## src/rtl/input_irq_pkg.sv

```systemverilog
// input_irq_pkg: shared FSM state type and 8-channel button index map for input_irq_controller.
package input_irq_pkg;

    typedef enum logic {
        IRQ_IDLE,
        IRQ_PRESENT
    } irq_state_e;

    localparam int CH_LEFT   = 0;
    localparam int CH_RIGHT  = 1;
    localparam int CH_DOWN   = 2;
    localparam int CH_UP     = 3;
    localparam int CH_SELECT = 4;
    localparam int CH_START  = 5;
    localparam int CH_A      = 6;
    localparam int CH_B      = 7;

endpackage

```

## src/rtl/input_irq_channel.sv

```systemverilog
// input_irq_channel: 2-flop synchroniser, optional debounce (INPUT_IRQ_DEBOUNCE_EN) and registered rising-edge pulse.
module input_irq_channel #(
    parameter int DEBOUNCE_CYCLES = 4
) (
    input  logic clk,
    input  logic rst,
    input  logic btn_i,
    output logic rise_o
);

    if (DEBOUNCE_CYCLES < 1 || DEBOUNCE_CYCLES > 255) begin : g_bad_cfg
        $error("DEBOUNCE_CYCLES must be in 1..255");
    end

    logic s1_q, s2_q, prev_q, rise_q, filt;

    always_ff @(posedge clk or posedge rst) begin
        if (rst) begin
            s1_q   <= 1'b0;
            s2_q   <= 1'b0;
            prev_q <= 1'b0;
            rise_q <= 1'b0;
        end else begin
            s1_q   <= btn_i;
            s2_q   <= s1_q;
            prev_q <= filt;
            rise_q <= filt & ~prev_q;
        end
    end

`ifdef INPUT_IRQ_DEBOUNCE_EN
    logic       filt_q, filt_d;
    logic [7:0] cnt_q, cnt_d;

    // Counter runs only while the input disagrees with the accepted level.
    always_comb begin
        filt_d = filt_q;
        cnt_d  = '0;
        if (s2_q != filt_q) begin
            if (cnt_q == 8'(DEBOUNCE_CYCLES - 1)) filt_d = s2_q;
            else cnt_d = cnt_q + 8'd1;
        end
    end

    always_ff @(posedge clk or posedge rst) begin
        if (rst) begin
            filt_q <= 1'b0;
            cnt_q  <= '0;
        end else begin
            filt_q <= filt_d;
            cnt_q  <= cnt_d;
        end
    end

    assign filt = filt_q;
`else
    assign filt = s2_q;
`endif

    assign rise_o = rise_q;

endmodule

```

## src/rtl/input_irq_controller.sv

```systemverilog
// input_irq_controller: latches button rising edges and presents them one at a time, lowest channel first.
// Per-channel debounce is built only when INPUT_IRQ_DEBOUNCE_EN is defined.
module input_irq_controller
    import input_irq_pkg::*;
#(
    parameter int NUM_CH          = 8,
    parameter int DEBOUNCE_CYCLES = 4
) (
    input  logic                      clk,
    input  logic                      rst,
    input  logic [NUM_CH-1:0]         btn,
    input  logic [NUM_CH-1:0]         mask,
    input  logic                      irq_ack,
    output logic                      irq_valid,
    output logic [$clog2(NUM_CH)-1:0] irq_id,
    output logic [NUM_CH-1:0]         pending
);

    localparam int IW = $clog2(NUM_CH);

    if (NUM_CH < 2 || NUM_CH > 32) begin : g_bad_cfg
        $error("NUM_CH must be in 2..32");
    end

    irq_state_e        state_q, state_d;
    logic [IW-1:0]     id_q, id_d, sel;
    logic [NUM_CH-1:0] pend_q, pend_d, rise, clr;

    for (genvar c = 0; c < NUM_CH; c++) begin : g_ch
        input_irq_channel #(
            .DEBOUNCE_CYCLES(DEBOUNCE_CYCLES)
        ) u_ch (
            .clk   (clk),
            .rst   (rst),
            .btn_i (btn[c]),
            .rise_o(rise[c])
        );
    end

    always_comb begin
        sel = '0;
        for (int i = NUM_CH - 1; i >= 0; i--)
            if (pend_q[i] && mask[i]) sel = IW'(i);
    end

    // A fresh edge on the acknowledged channel outranks the clear.
    always_comb begin
        state_d = state_q;
        id_d    = id_q;
        clr     = (state_q == IRQ_PRESENT && irq_ack) ? NUM_CH'(1) << id_q : '0;
        if (state_q == IRQ_IDLE) begin
            if (|(pend_q & mask)) begin
                state_d = IRQ_PRESENT;
                id_d    = sel;
            end
        end else if (irq_ack) begin
            state_d = IRQ_IDLE;
        end
        pend_d = (pend_q & ~clr) | rise;
    end

    always_ff @(posedge clk or posedge rst) begin
        if (rst) begin
            state_q <= IRQ_IDLE;
            id_q    <= '0;
            pend_q  <= '0;
        end else begin
            state_q <= state_d;
            id_q    <= id_d;
            pend_q  <= pend_d;
        end
    end

    assign irq_valid = (state_q == IRQ_PRESENT);
    assign irq_id    = id_q;
    assign pending   = pend_q;

endmodule
```

## config.mk

```make
export PLATFORM = sky130hd
export DESIGN_NAME = input_irq_controller
export DESIGN_NICKNAME = d
export VERILOG_FILES = /design/src/rtl/input_irq_pkg.sv /design/src/rtl/input_irq_channel.sv /design/src/rtl/input_irq_controller.sv
export SDC_FILE = /design/constraint.sdc
export NUM_CORES = 1
export LEC_CHECK = 0
export BUFFER_PORTS_ARGS = -buffer_cell sky130_fd_sc_hd__buf_2
export CORE_MARGIN = 4
export CORE_UTILIZATION = 45
export DETAILED_ROUTE_END_ITERATION = 7
export GPL_ROUTABILITY_DRIVEN = 0
export GPL_TIMING_DRIVEN = 0
export PLACE_DENSITY = 0.68
export SYNTH_ARGS = -nofsm -noshare
export SYNTH_HDL_FRONTEND = slang
export SYNTH_SLANG_ARGS = --single-unit
```

## constraint.sdc

```tcl
create_clock -name clk -period 1.52 [get_ports clk]
set_input_delay 0.152 -clock clk [delete_from_list [all_inputs] [get_ports clk]]
set_output_delay 0.152 -clock clk [all_outputs]
set_load 0.02 [all_outputs]
```

# Yosys cells after proc, flatten, opt, wreduce, memory -nomap -nowiden
# Cells that the tools add are included.
# Widths: inputs -> output; s select.
totals:
  reg_bits: 44
  wordCells: 80
op_classes:
  n_shift: 1
  n_mux: 12
  bitwise: 21
  n_reduce_logical: 11
ops:
  columns: ["op", "n"]
  rows:
  - ["$mux 3", 8]
  - ["$and 8x8->8", 2]
  - ["$logic_and 1x1->1", 9]
  - ["$not 1->1", 9]
  - ["$and 1x1->1", 8]
  - ["$mux 8", 1]
  - ["$not 8->8", 1]
  - ["$or 8x8->8", 1]
  - ["$reduce_or 8->1", 1]
  - ["$shl 1x3->8 const A", 1]
  - ["$mux 1", 3]
  - ["$reduce_and 2->1", 1]

# Depth between registers and ports, before layout
# Gate-level depths: netlist (run 1).
depth:
  word_depth: 9
  mapped_depth: 5
  mapped_depth_nobuf: 4

# Modules after synthesis
# Synthesis (run 1) repeated with hierarchy kept, for this count alone.
unflattened:
  hier_cells: 106
  hier_area_um2: 1559.0
modules_own_cells:
  columns: ["module", "n_inst", "cells_per_inst", "area_each_um2"]
  rows:
  - ["input_irq_channel", 8, 6, 117.6]
  - ["input_irq_controller", 1, 58, 618.1]

# Worst setup path after synthesis (run 1)
# OpenSTA, ideal clock, no wires.
synth_path:
  path_type: "register to register"
  start: "register state_q (netlist: irq_valid)"
  end: "register pend_q[6] (netlist: pending[6])"
  setup_time_ns: 0.118
  arrival_time_ns: 1.249
  required_ns: 1.402
  path_slack_ns: 0.153
  stages_incl_launch_ff: 5
  n_path_buf: 1
  synth_period_minus_slack_ns: 1.367
  cell_sequence: "dfrtp_1 buf_4 nand3_2 or3b_1 a21o_1"
synth_between:
  elab_chain_cells: 5
synth_lines:
  columns: ["element", "line", "source"]
  rows:
  - ["start: declaration", "input_irq_controller.sv:25", "irq_state_e state_q, state_d;"]
  - ["start signal: assignment", "input_irq_controller.sv:68", "state_q <= state_d;"]
  - ["$logic_and 1x1->1", "input_irq_controller.sv:50", "clr = (state_q == IRQ_PRESENT && irq_ack) ? NUM_CH'(1) << id_q : '0;"]
  - ["$mux 8", "input_irq_controller.sv:50", null]
  - ["$not 8->8", "input_irq_controller.sv:59", "pend_d = (pend_q & ~clr) | rise;"]
  - ["$and 8x8->8", "input_irq_controller.sv:59", null]
  - ["$or 8x8->8", "input_irq_controller.sv:59", null]
  - ["net pend_d[6]", "input_irq_controller.sv:27", "logic [NUM_CH-1:0] pend_q, pend_d, rise, clr;"]
  - ["end signal: assignment", "input_irq_controller.sv:70", "pend_q <= pend_d;"]
  - ["end: declaration", "input_irq_controller.sv:27", null]
# The timed path passes the listed nets, and every way through them passes these cells.
# A chain may end at the register's enable or synchronous reset.

# Worst setup path in the final report (run 1)
layout_path:
  start: "register pend_q[2] (netlist: pending[2])"
  end: "register id_q[0] (netlist: irq_id[0])"
layout_between:
  elab_chain_cells: 4
  elab_cells_between_ends: 7
layout_lines:
  columns: ["element", "line", "source"]
  rows:
  - ["$logic_and 1x1->1", "input_irq_controller.sv:43", "if (pend_q[i] && mask[i]) sel = IW'(i);"]
  - ["$mux 3 (3 in a row)", "input_irq_controller.sv:43", null]
  - ["end signal: assignment", "input_irq_controller.sv:69", "id_q <= id_d;"]
  - ["end: declaration", "input_irq_controller.sv:26", "logic [IW-1:0] id_q, id_d, sel;"]
# Parallel ways exist; a longest one is shown, timed or not.

==> flow_metrics.env, run 1 <==
export IMPL_status="finished clean"
export IMPL_wl_per_cell_um=12.4
export IMPL_synth_edff_count=0
export IMPL_fin_total_pwr_mw=2.21
export IMPL_numPortBuffers=30
export IMPL_syn_cell_area_um2=1470
export IMPL_finish_instance_area_um2=1810
export IMPL_synth_most_common_cell="dfrtp_1"
export IMPL_post_synthesis_register_bit_count=44
export IMPL_startpoint="pending[2]"
export IMPL_final_hold_violation_count=0
export IMPL_cp_max_stage_cell="dfrtp_1"
export IMPL_cp_required_ns=1.75
export IMPL_regToRegSetupSlack_ns=0.13
export IMPL_clk_transition_reported_paths_ns=0.11
export IMPL_first_global_vias=959
export IMPL_synth_async_sr_flop_share=1.00
export IMPL_grt_start_max_net_pins=45
export IMPL_cts_tree="built"
export IMPL_hpwl_um=1640
export IMPL_synth_largest_type_area_fraction=0.749
export IMPL_fraction_of_the_cycle_the_final_worst_path_needs=0.916
export IMPL_die_y_um=65.2
export IMPL_worst_ep_arrival_time_ns=1.62
export IMPL_avgSynthCellArea_um2=14.6
export IMPL_crit_chain="a22o_1 -> and3b_2 -> nand3_1 -> a32o_1"
export IMPL_ff2ff_path_depth=4
export IMPL_n_antenna_cell=0
export IMPL_ys_types=29
export IMPL_max_clock_path_buffers=2
export IMPL_route_vias_total=895
export IMPL_crit_path_end="irq_id[0]"
export IMPL_combined_buffer_and_inverter_count_along_the_critical_path=0
export IMPL_element_type_at_the_critical_path_start="flop"
export IMPL_core_area_um2=3080
export IMPL_final_period_minus_worst_setup_slack_ns=1.39
export IMPL_power_density_nw_per_um2=1220
export IMPL_rows=20
export IMPL_yosysSeqAreaShare=0.749
export IMPL_post_synth_main_area_contributors="dfrtp_1 (75%), nor2b_1 (3.4%), a21o_1 (2.0%)"
export IMPL_clock_root_buffer="clkbuf_4"
export IMPL_timing_max_transition_violations_final=0
export IMPL_dieWidth_um=65.2
export IMPL_worstHoldPathType="in2reg"
export IMPL_total_iterations_of_the_first_detailed_routing_run=4
export IMPL_critical_path_max_stage_delay_ns=0.43
export IMPL_synth_main_ff_cell="dfrtp_1"
export IMPL_irDropWorstVdd_mv=0.813
export IMPL_max_clock_freq_ghz=0.718
export IMPL_power_leakage_nw=0.821
export IMPL_synth_area_leader_cell="dfrtp_1"
export IMPL_global_route_wire_length_before_repair_um=4260
export IMPL_path_class="reg2reg"
export IMPL_postSynthCellCount=101
export IMPL_ys_warn_count=0
export IMPL_tightestPinTransition_ns=0.856
export IMPL_nets=166
export IMPL_dr_first_iter_drc_count=59
export IMPL_rsz0062_at_grt="no"
export IMPL_slew_limit_headroom=0.429
export IMPL_tritoncts_num_sinks=44
export IMPL_num_io_pins=31
export IMPL_syn_nets=120
export IMPL_finalSetupViolations=0
export IMPL_fin_skew_ns=0.00531
export IMPL_post_route_drc_count=0
export IMPL_cts_htree_levels=2
export IMPL_synth_cell_count_leaders="dfrtp_1 (44), nand2_1 (8), nor2b_1 (8)"
export IMPL_endpoint_kind="flop"
export IMPL_placed_cell_area_um2=1680
export IMPL_remaining_global_route_overflow=0
export IMPL_cts_repair_timing_setup_buffer_count=0
export IMPL_finalWirelength_um=2360
export IMPL_layout_drive_gt1_share=0.286
export IMPL_grt_antenna_before_repair=0
export IMPL_cp_max_fo=4
export IMPL_grt_util_overall=0.137
export IMPL_insertion_delay_ns=0.33
export IMPL_drt_antenna_violating_nets=0
export IMPL_cap_viol_max_count=0
export IMPL_critPathTopFamily="compound AO/OA/AOI/OAI gates"
export IMPL_floorplan_die_area_um2=4250
export IMPL_post_drt_via_cell_ratio=4.69
export IMPL_timing_rr_start="pending[2]"
export IMPL_path_depth=4
export IMPL_initial_core_util=0.478
export IMPL_r2r_end="irq_id[0]"
export IMPL_hold_path_startpoint="irq_ack"
export IMPL_synth_to_layout_area_growth_pct=23.2
export IMPL_cts_made_buffers=5
==> metrics by stage <==
| stage | utilization | std cells | worst slack (ns) | setup TNS (ns) | hold slack, ns |
|---|---|---|---|---|---|
| after floorplan | - | 101 | 0.153 | 0 | 0.183 |
| after global placement | 0.544 | 175 | -0.0941 | -4.09 | 0.259 |
| after detailed placement | 0.544 | 175 | 0.152 | 0 | 0.261 |
| after CTS | 0.589 | 191 | 0.132 | 0 | 0.105 |
| after global routing | 0.589 | 191 | 0.0588 | 0 | 0.120 |
| final | 0.589 | 191 | 0.127 | 0 | 0.126 |
==> worst min path at each step <==
stage,end,slack (ns),cells past startpoint
floorplan,g_ch[0].u_ch.s1_q,0.18,0
global placement,g_ch[7].u_ch.s1_q,0.26,1
detailed placement,g_ch[5].u_ch.s1_q,0.26,1
CTS,irq_valid,0.10,3
global route,irq_valid,0.12,3
finish,irq_valid,0.13,3
==> placed cells by master (no fill, tap or decap), types with 2 or more instances in the layout <==
cell type | Yosys | routed
nor2_1 | 2 | 2
buf_2 | 0 | 30
clkbuf_1 | 2 | 3
o22a_1 | 2 | 2
nand2b_1 | 3 | 3
dlygate4sd3_1 | 0 | 9
clkbuf_4 | 0 | 5
a22oi_1 | 2 | 2
nand3b_1 | 2 | 2
nand2_1 | 8 | 8
or3b_1 | 2 | 2
nor2b_1 | 8 | 8
dfrtp_1 | 44 | 44
o21a_1 | 2 | 2
nand3_1 | 4 | 4
a21o_1 | 4 | 4
==> what timing repair did <==
item,CTS,global route
endpoints found under the hold margin,52,0
hold buffers,9,0
gates resized for setup,0,0
==> routing by layer <==
| layer | vias to the layer above | wire [um] | track usage | share of wire |
|---|---|---|---|---|
| met3 | 5 | 233 | 0.0632 | 0.099 |
| li1 | 439 | - | - | - |
| met2 | 36 | 1070 | 0.223 | 0.45 |
| met5 | - | 0 | 0 | 0 |
| met4 | 0 | 34 | 0.0544 | 0.014 |
| met1 | 415 | 1020 | 0.156 | 0.43 |
==> state kept, by name, summed over array words and instances, names as in the netlist <==
register,cells
irq_valid,1
pending,8
g_ch.u_ch.rise_o,8
g_ch.u_ch.prev_q,8
irq_id,3
g_ch.u_ch.s1_q,8
g_ch.u_ch.filt,8
==> cell type report <==
type	instances	area (um^2)
flip-flops and latches	44	1100
fillers	257	1270
multi-input cells	53	350
clock inverters	1	5.00
inverters	1	3.75
well taps	44	55.1
repair buffers	39	240
clock buffers	6	41.3
plain buffers	3	15.0
==> logic make-up (layout without fill, tap and decap cells) <==
group           after synthesis  in the layout  share of synthesized area
compound gates               21             21                      0.111
buf+inv                       4             50                     0.0128
flops                        44             44                      0.749
simple gates                 32             32                      0.128
==> report_power, final <==
group / switching, mW / internal (mW)
combinational: 0.226 / 0.162
sequential: 0.0639 / 1.27
clock: 0.322 / 0.171
==> worst min-delay path: stages <==
cell,delay (ns)
buf_2,0.10
nand2_1,0.08
o21a_1,0.11
(Power assumes the default switching activity.)
==> run 2: changes to the inputs <==
- CELL_PAD_IN_SITES_DETAIL_PLACEMENT: default -> 1
- CELL_PAD_IN_SITES_GLOBAL_PLACEMENT: default -> 2
- CORE_UTILIZATION: 45 -> 36
- PLACE_DENSITY: 0.68 -> default
- PLACE_DENSITY_LB_ADDON: default -> 0.1
==> run 2 against run 1 <==
Against the previous run:
- clock-buffer cell count fell by 1
- final area rose by 3.5%
- combinational power barely moved
- non-clock buffer count fell by 1
- fmax rose by 0.18%
- routed wire length rose by 12%
- sequential power barely moved
- largest cell class unchanged
==> flow_metrics.env, run 2 (synthesized netlist as in run 1, its figures left out) <==
export IMPL_sequentialPowerShare=0.510
export IMPL_finalSetupViolations=0
export IMPL_tightestPinTransition_ns=0.885
export IMPL_power_density_nw_per_um2=1400
export IMPL_total_iterations_of_the_first_detailed_routing_run=2
export IMPL_status="finished clean"
export IMPL_pwr_share_comb=0.148
export IMPL_rows=22
export IMPL_timing_max_transition_violations_final=0
export IMPL_crit_chain="a22o_1 -> and3b_2 -> nand3_1 -> a32o_1"
export IMPL_clkPwrFrac=0.341
export IMPL_sw_frac_of_total=0.265
export IMPL_multiInputGateArea_um2=350
export IMPL_path_class="reg2reg"
export IMPL_power_leakage_nw=0.844
export IMPL_layout_common_cells="dfrtp_1 (44), buf_2 (30), nand2_1 (8), nor2b_1 (8), dlygate4sd3_1 (8)"
export IMPL_nets=165
export IMPL_post_drt_via_cell_ratio=4.79
export IMPL_core_area_um2=3800
export IMPL_route_vias_total=935
export IMPL_critical_path_max_stage_delay_ns=0.42
export IMPL_grt_use_met3=0.0485
export IMPL_max_clock_path_buffers=2
export IMPL_tritoncts_num_sinks=44
export IMPL_dieWidth_um=71.9
export IMPL_cts_htree_levels=2
export IMPL_num_io_pins=31
export IMPL_worstHoldPathType="in2async"
export IMPL_grt_util_overall=0.117
export IMPL_numPortBuffers=30
export IMPL_remaining_global_route_overflow=0
export IMPL_cap_viol_max_count=0
export IMPL_n_antenna_cell=0
export IMPL_first_global_vias=982
export IMPL_grt_antenna_before_repair=0
export IMPL_gr_usage_met1=0.139
export IMPL_element_type_at_the_critical_path_start="flop"
export IMPL_grt_start_max_net_pins=45
export IMPL_cts_repair_timing_setup_buffer_count=0
export IMPL_floorplan_die_area_um2=5170
export IMPL_layout_cells_most_common="dfrtp_1"
export IMPL_p_int_mw=1.92
export IMPL_layout_drive_gt1_share=0.299
export IMPL_fin_skew_ns=0.00307
export IMPL_finish_cell_count_without_fillers=195
export IMPL_power_switching_mw=0.694
export IMPL_final_worst_hold_slack_ns=0.0469
export IMPL_final_hold_violation_count=0
export IMPL_cts_made_buffers=5
export IMPL_insertion_delay_ns=0.29
export IMPL_slew_limit_headroom=0.409
export IMPL_global_route_wire_length_before_repair_um=4620
export IMPL_combined_buffer_and_inverter_count_along_the_critical_path=0
export IMPL_cp_max_stage_cell="dfrtp_1"
export IMPL_cp_max_fo=4
export IMPL_gr_max_usage_layer="met2"
export IMPL_rsz0062_at_grt="no"
export IMPL_clock_root_buffer="clkbuf_8"
export IMPL_synth_to_layout_area_growth_pct=27.6
export IMPL_endpoint_kind="flop"
export IMPL_seqCellArea_um2=1100
export IMPL_irDropWorstVdd_mv=0.653
export IMPL_finalWirelength_um=2650
export IMPL_worst_ep_arrival_time_ns=1.57
export IMPL_clk_transition_reported_paths_ns=0.09
export IMPL_fraction_of_the_cycle_the_final_worst_path_needs=0.915
export IMPL_die_y_um=71.9
export IMPL_wl_per_cell_um=13.6
export IMPL_max_clock_freq_ghz=0.719
export IMPL_fill_cells=393
export IMPL_initial_core_util=0.387
export IMPL_cts_tree="built"
export IMPL_dr_first_iter_drc_count=23
export IMPL_final_period_minus_worst_setup_slack_ns=1.39
export IMPL_drt_antenna_violating_nets=0
export IMPL_grt_use_met2=0.185
export IMPL_cp_required_ns=1.70
export IMPL_dp_cells=179
export IMPL_post_route_drc_count=0
export IMPL_critPathTopFamily="compound AO/OA/AOI/OAI gates"
export IMPL_hpwl_um=1870
[run 2: stage by stage]
step / power [mW] / area, um^2 / TNS [ns] / worst slack, ns / util
final: 2.62 / 1880 / 0 / 0.130 / 0.494
after global routing: 2.76 / 1880 / 0 / 0.0631 / 0.494
after CTS: 2.66 / 1880 / 0 / 0.122 / 0.494
after detailed placement: 1.74 / 1680 / 0 / 0.142 / 0.442
after global placement: 1.72 / 1680 / -6.12 / -0.141 / 0.442
after floorplan: 1.59 / 1470 / 0 / 0.153 / -
[run 2: repair_timing]
item | CTS | global route
hold endpoints to repair | 8 | 0
hold buffers | 8 | 0
resized for setup | 0 | 0
[run 2: final timing paths]
kind	start	endpoint	slack, ns	cells after the start
worst max-delay path	pending[2]	irq_id[0]	0.13	4
worst min-delay path	rst	pending[0]	0.05	2
worst max register to register	pending[2]	irq_id[0]	0.13	4
worst min register to register	g_ch[5].u_ch.s1_q	g_ch[5].u_ch.filt	0.35	0
max in group asynchronous	rst	g_ch[2].u_ch.prev_q	0.93	2
min in group clk	irq_ack	irq_valid	0.20	3
[run 2: power groups by stage]
stage	registers (mW)	clock network, mW	logic [mW]
2_1_floorplan	1.41	0	0.176
3_3_place_gp	1.35	0	0.374
3_5_place_dp	1.36	0	0.380
4_1_cts	1.34	0.928	0.397
5_1_grt	1.35	0.983	0.431
6_report	1.34	0.893	0.388
[run 2: routing by layer]
| metal | vias to the layer above | routed length [um] |
|---|---|---|
| li1 | 442 | - |
| met1 | 461 | 1110 |
| met2 | 28 | 1320 |
| met3 | 4 | 188 |
| met4 | 0 | 34 |
| met5 | - | 0 |
[run 2: cell type report]
class | instances | area share
Multi-Input combinational cell | 53 | 0.187
Buffer | 3 | 0.00801
Inverter | 1 | 0.00200
Sequential cell | 44 | 0.587
Clock inverter | 3 | 0.0247
Clock buffer | 5 | 0.0367
Timing Repair Buffer | 38 | 0.123
Tap cell | 48 | 0.0320
==> run 3: changes to the inputs <==
- CELL_PAD_IN_SITES_DETAIL_PLACEMENT: 1 -> default
- CELL_PAD_IN_SITES_GLOBAL_PLACEMENT: 2 -> default
- CORE_UTILIZATION: 36 -> 45
- PLACE_DENSITY: default -> 0.67
- PLACE_DENSITY_LB_ADDON: 0.1 -> default
- SYNTH_HIERARCHICAL: default -> 1
==> run 3 against run 2 <==
Against the previous run:
- synthesized cell count up 5.0%
- clock power down 23%
- combinational power up 14%
- critical path type unchanged
- largest cell class unchanged
==> flow_metrics.env, run 3 <==
export IMPL_status="finished clean"
export IMPL_fin_total_pwr_mw=2.52
export IMPL_fraction_of_the_cycle_the_final_worst_path_needs=0.956
export IMPL_ys_types=24
export IMPL_insertion_delay_ns=0.34
export IMPL_slew_limit_headroom=0.708
export IMPL_rows=21
export IMPL_fin_skew_ns=0.00747
export IMPL_worstHoldPathType="in2reg"
export IMPL_drt_antenna_violating_nets=0
export IMPL_synth_to_layout_area_growth_pct=24.8
export IMPL_layout_cells_most_common="dfrtp_1"
export IMPL_clock_root_buffer="clkbuf_4"
export IMPL_synth_largest_type_area_fraction=0.706
export IMPL_power_density_nw_per_um2=1300
export IMPL_dieWidth_um=66.9
export IMPL_post_synth_main_area_contributors="dfrtp_1 (71%), nor2b_4 (7.1%), nand2b_1 (4.0%)"
export IMPL_first_global_vias=969
export IMPL_core_area_um2=3340
export IMPL_initial_core_util=0.467
export IMPL_critPathTopFamily="compound AO/OA/AOI/OAI gates"
export IMPL_cts_tree="built"
export IMPL_combined_buffer_and_inverter_count_along_the_critical_path=0
export IMPL_max_clock_path_buffers=2
export IMPL_cap_viol_max_count=0
export IMPL_synth_compound_gate_area_share=0.115
export IMPL_endpoint_kind="flop"
export IMPL_dp_cells=182
export IMPL_remaining_global_route_overflow=0
export IMPL_postSynthCellCount=106
export IMPL_worstHoldPathCells=3
export IMPL_finish_instance_area_um2=1950
export IMPL_irDropWorstVdd_mv=0.636
export IMPL_syn_nets=125
export IMPL_synth_area_leader_cell="dfrtp_1"
export IMPL_cp_max_fo=5
export IMPL_synth_cell_count_leaders="dfrtp_1 (44), nand2b_1 (10), inv_1 (9)"
export IMPL_finalSetupViolations=0
export IMPL_cts_made_buffers=5
export IMPL_route_vias_total=946
export IMPL_synth_async_sr_flop_share=1.00
export IMPL_timing_rr_start="pending[0]"
export IMPL_cp_max_stage_cell="dfrtp_2"
export IMPL_grt_util_overall=0.139
export IMPL_synthSimpleGateAreaFrac=0.144
export IMPL_post_synth_fa_ha_maj_area_fraction=0
export IMPL_layout_common_cells="dfrtp_1 (43), buf_2 (31), nand2b_1 (10)"
export IMPL_synth_most_common_cell="dfrtp_1"
export IMPL_final_hold_violation_count=0
export IMPL_ys_warn_count=6
export IMPL_fill_cells=287
export IMPL_timing_max_transition_violations_final=0
export IMPL_tightestPinTransition_ns=0.438
export IMPL_clk_transition_reported_paths_ns=0.11
export IMPL_dr_first_iter_drc_count=63
export IMPL_synth_top_family_by_area="simple AND/OR/NAND/NOR gates"
export IMPL_global_route_wire_length_before_repair_um=4370
export IMPL_avgSynthCellArea_um2=14.7
export IMPL_element_type_at_the_critical_path_start="flop"
export IMPL_post_drt_via_cell_ratio=4.73
export IMPL_layout_drive_gt1_share=0.344
export IMPL_numPortBuffers=30
export IMPL_post_synthesis_register_bit_count=44
export IMPL_max_clock_freq_ghz=0.688
export IMPL_synth_edff_count=0
export IMPL_power_leakage_nw=0.919
export IMPL_hold_path_end="irq_valid"
export IMPL_n_antenna_cell=0
export IMPL_grt_antenna_before_repair=0
export IMPL_num_io_pins=31
export IMPL_finish_cell_count_without_fillers=200
export IMPL_ff2ff_path_depth=4
export IMPL_worst_ep_arrival_time_ns=1.69
export IMPL_grt_start_max_net_pins=15
export IMPL_synth_area_mux_share=0.00963
export IMPL_cts_htree_levels=2
export IMPL_yosysSeqAreaShare=0.706
export IMPL_synth_main_ff_cell="dfrtp_1"
export IMPL_final_period_minus_worst_setup_slack_ns=1.45
export IMPL_wl_per_cell_um=12.8
export IMPL_r2r_end="irq_id[0]"
export IMPL_total_iterations_of_the_first_detailed_routing_run=4
export IMPL_die_y_um=66.9
export IMPL_cp_required_ns=1.75
export IMPL_tritoncts_num_sinks=44
export IMPL_path_class="reg2reg"
export IMPL_hpwl_um=1970
export IMPL_floorplan_die_area_um2=4470
export IMPL_rsz0062_at_grt="no"
export IMPL_syn_cell_area_um2=1560
export IMPL_regToRegSetupSlack_ns=0.07
export IMPL_synth_xor_xnor_area_share=0
export IMPL_layout_core_utilization=0.583
export IMPL_critical_path_max_stage_delay_ns=0.45
export IMPL_hold_path_startpoint="irq_ack"
export IMPL_post_route_drc_count=0
export IMPL_totalNegativeSetupSlack_ns=0
export IMPL_nets=172
export IMPL_crit_chain="a22o_1 -> a221oi_4 -> a21oi_2 -> mux2_4"
export IMPL_finalWirelength_um=2550
export IMPL_placed_cell_area_um2=1770
-- run 3: changes by cell type after synthesis, moves of 3 or more --
cell      change
inv_1         +8
nor2b_1       -8
o21ai_1       +3
a21o_1        -4
nand3_1       -3
nor2b_4       +8
nand2b_1      +7
-- run 3: area by class of cell --
cell class	instances	area, um^2	area share
Timing Repair Buffer	40	248	0.127
Multi-Input combinational cell	52	419	0.215
Buffer	1	5.00	0.00257
Sequential cell	44	1100	0.567
Clock inverter	3	42.5	0.0219
Clock buffer	5	37.5	0.0193
Inverter	9	33.8	0.0174
Tap cell	46	57.6	0.0296
-- run 3: worst max path at each step --
stage / from / endpoint / slack [ns] / cells after the start
finish: pending[0] / irq_id[0] / 0.07 / 4
global route: pending[0] / irq_id[0] / 0.02 / 4
CTS: pending[0] / irq_id[0] / 0.02 / 4
detailed placement: pending[0] / irq_id[0] / 0.04 / 4
global placement: pending[0] / irq_id[0] / 0.08 / 4
floorplan: pending[0] / irq_id[0] / 0.06 / 4
-- run 3: where the power goes --
group | switching, mW | internal, mW | total (mW)
Combinational | 0.245 | 0.199 | 0.443
Clock | 0.344 | 0.343 | 0.687
Sequential | 0.111 | 1.28 | 1.39
Total | 0.700 | 1.82 | 2.52
-- run 3: what timing repair did --
action,4_1_cts,5_1_grt
resized for setup,0,1
setup buffers,0,1
hold buffers,9,0
endpoints found under the hold margin,52,0
setup endpoints to repair,0,1
-- run 3: kinds of logic after synthesis --
logic type             Yosys count
muxes                            1
DFF                             44
and+or+nand+nor                 29
buffers and inverters           10
AOI/OAI and AO/OA               22
-- run 3: per-layer routing --
layer / routed length [um] / up-vias / part of all wire / GRT usage
li1: - / 449 / - / -
met4: 23 / 0 / 0.0090 / 0.0759
met2: 1260 / 31 / 0.49 / 0.219
met3: 217 / 2 / 0.085 / 0.0590
met1: 1060 / 464 / 0.41 / 0.159
met5: 0 / - / 0 / 0
-- run 3: stage by stage --
stage / worst slack, ns / hold slack, ns
2_1_floorplan: 0.0638 / -0.0819
3_3_place_gp: 0.0760 / 0.121
3_5_place_dp: 0.0431 / 0.124
4_1_cts: 0.0233 / 0.0739
5_1_grt: 0.0242 / 0.0768
6_report: 0.0663 / 0.0987
-- run 3: tightest hold or removal path, stage by stage --
cell and delay, ns:
buf_2 0.09, nand2_1 0.07, o21a_1 0.10
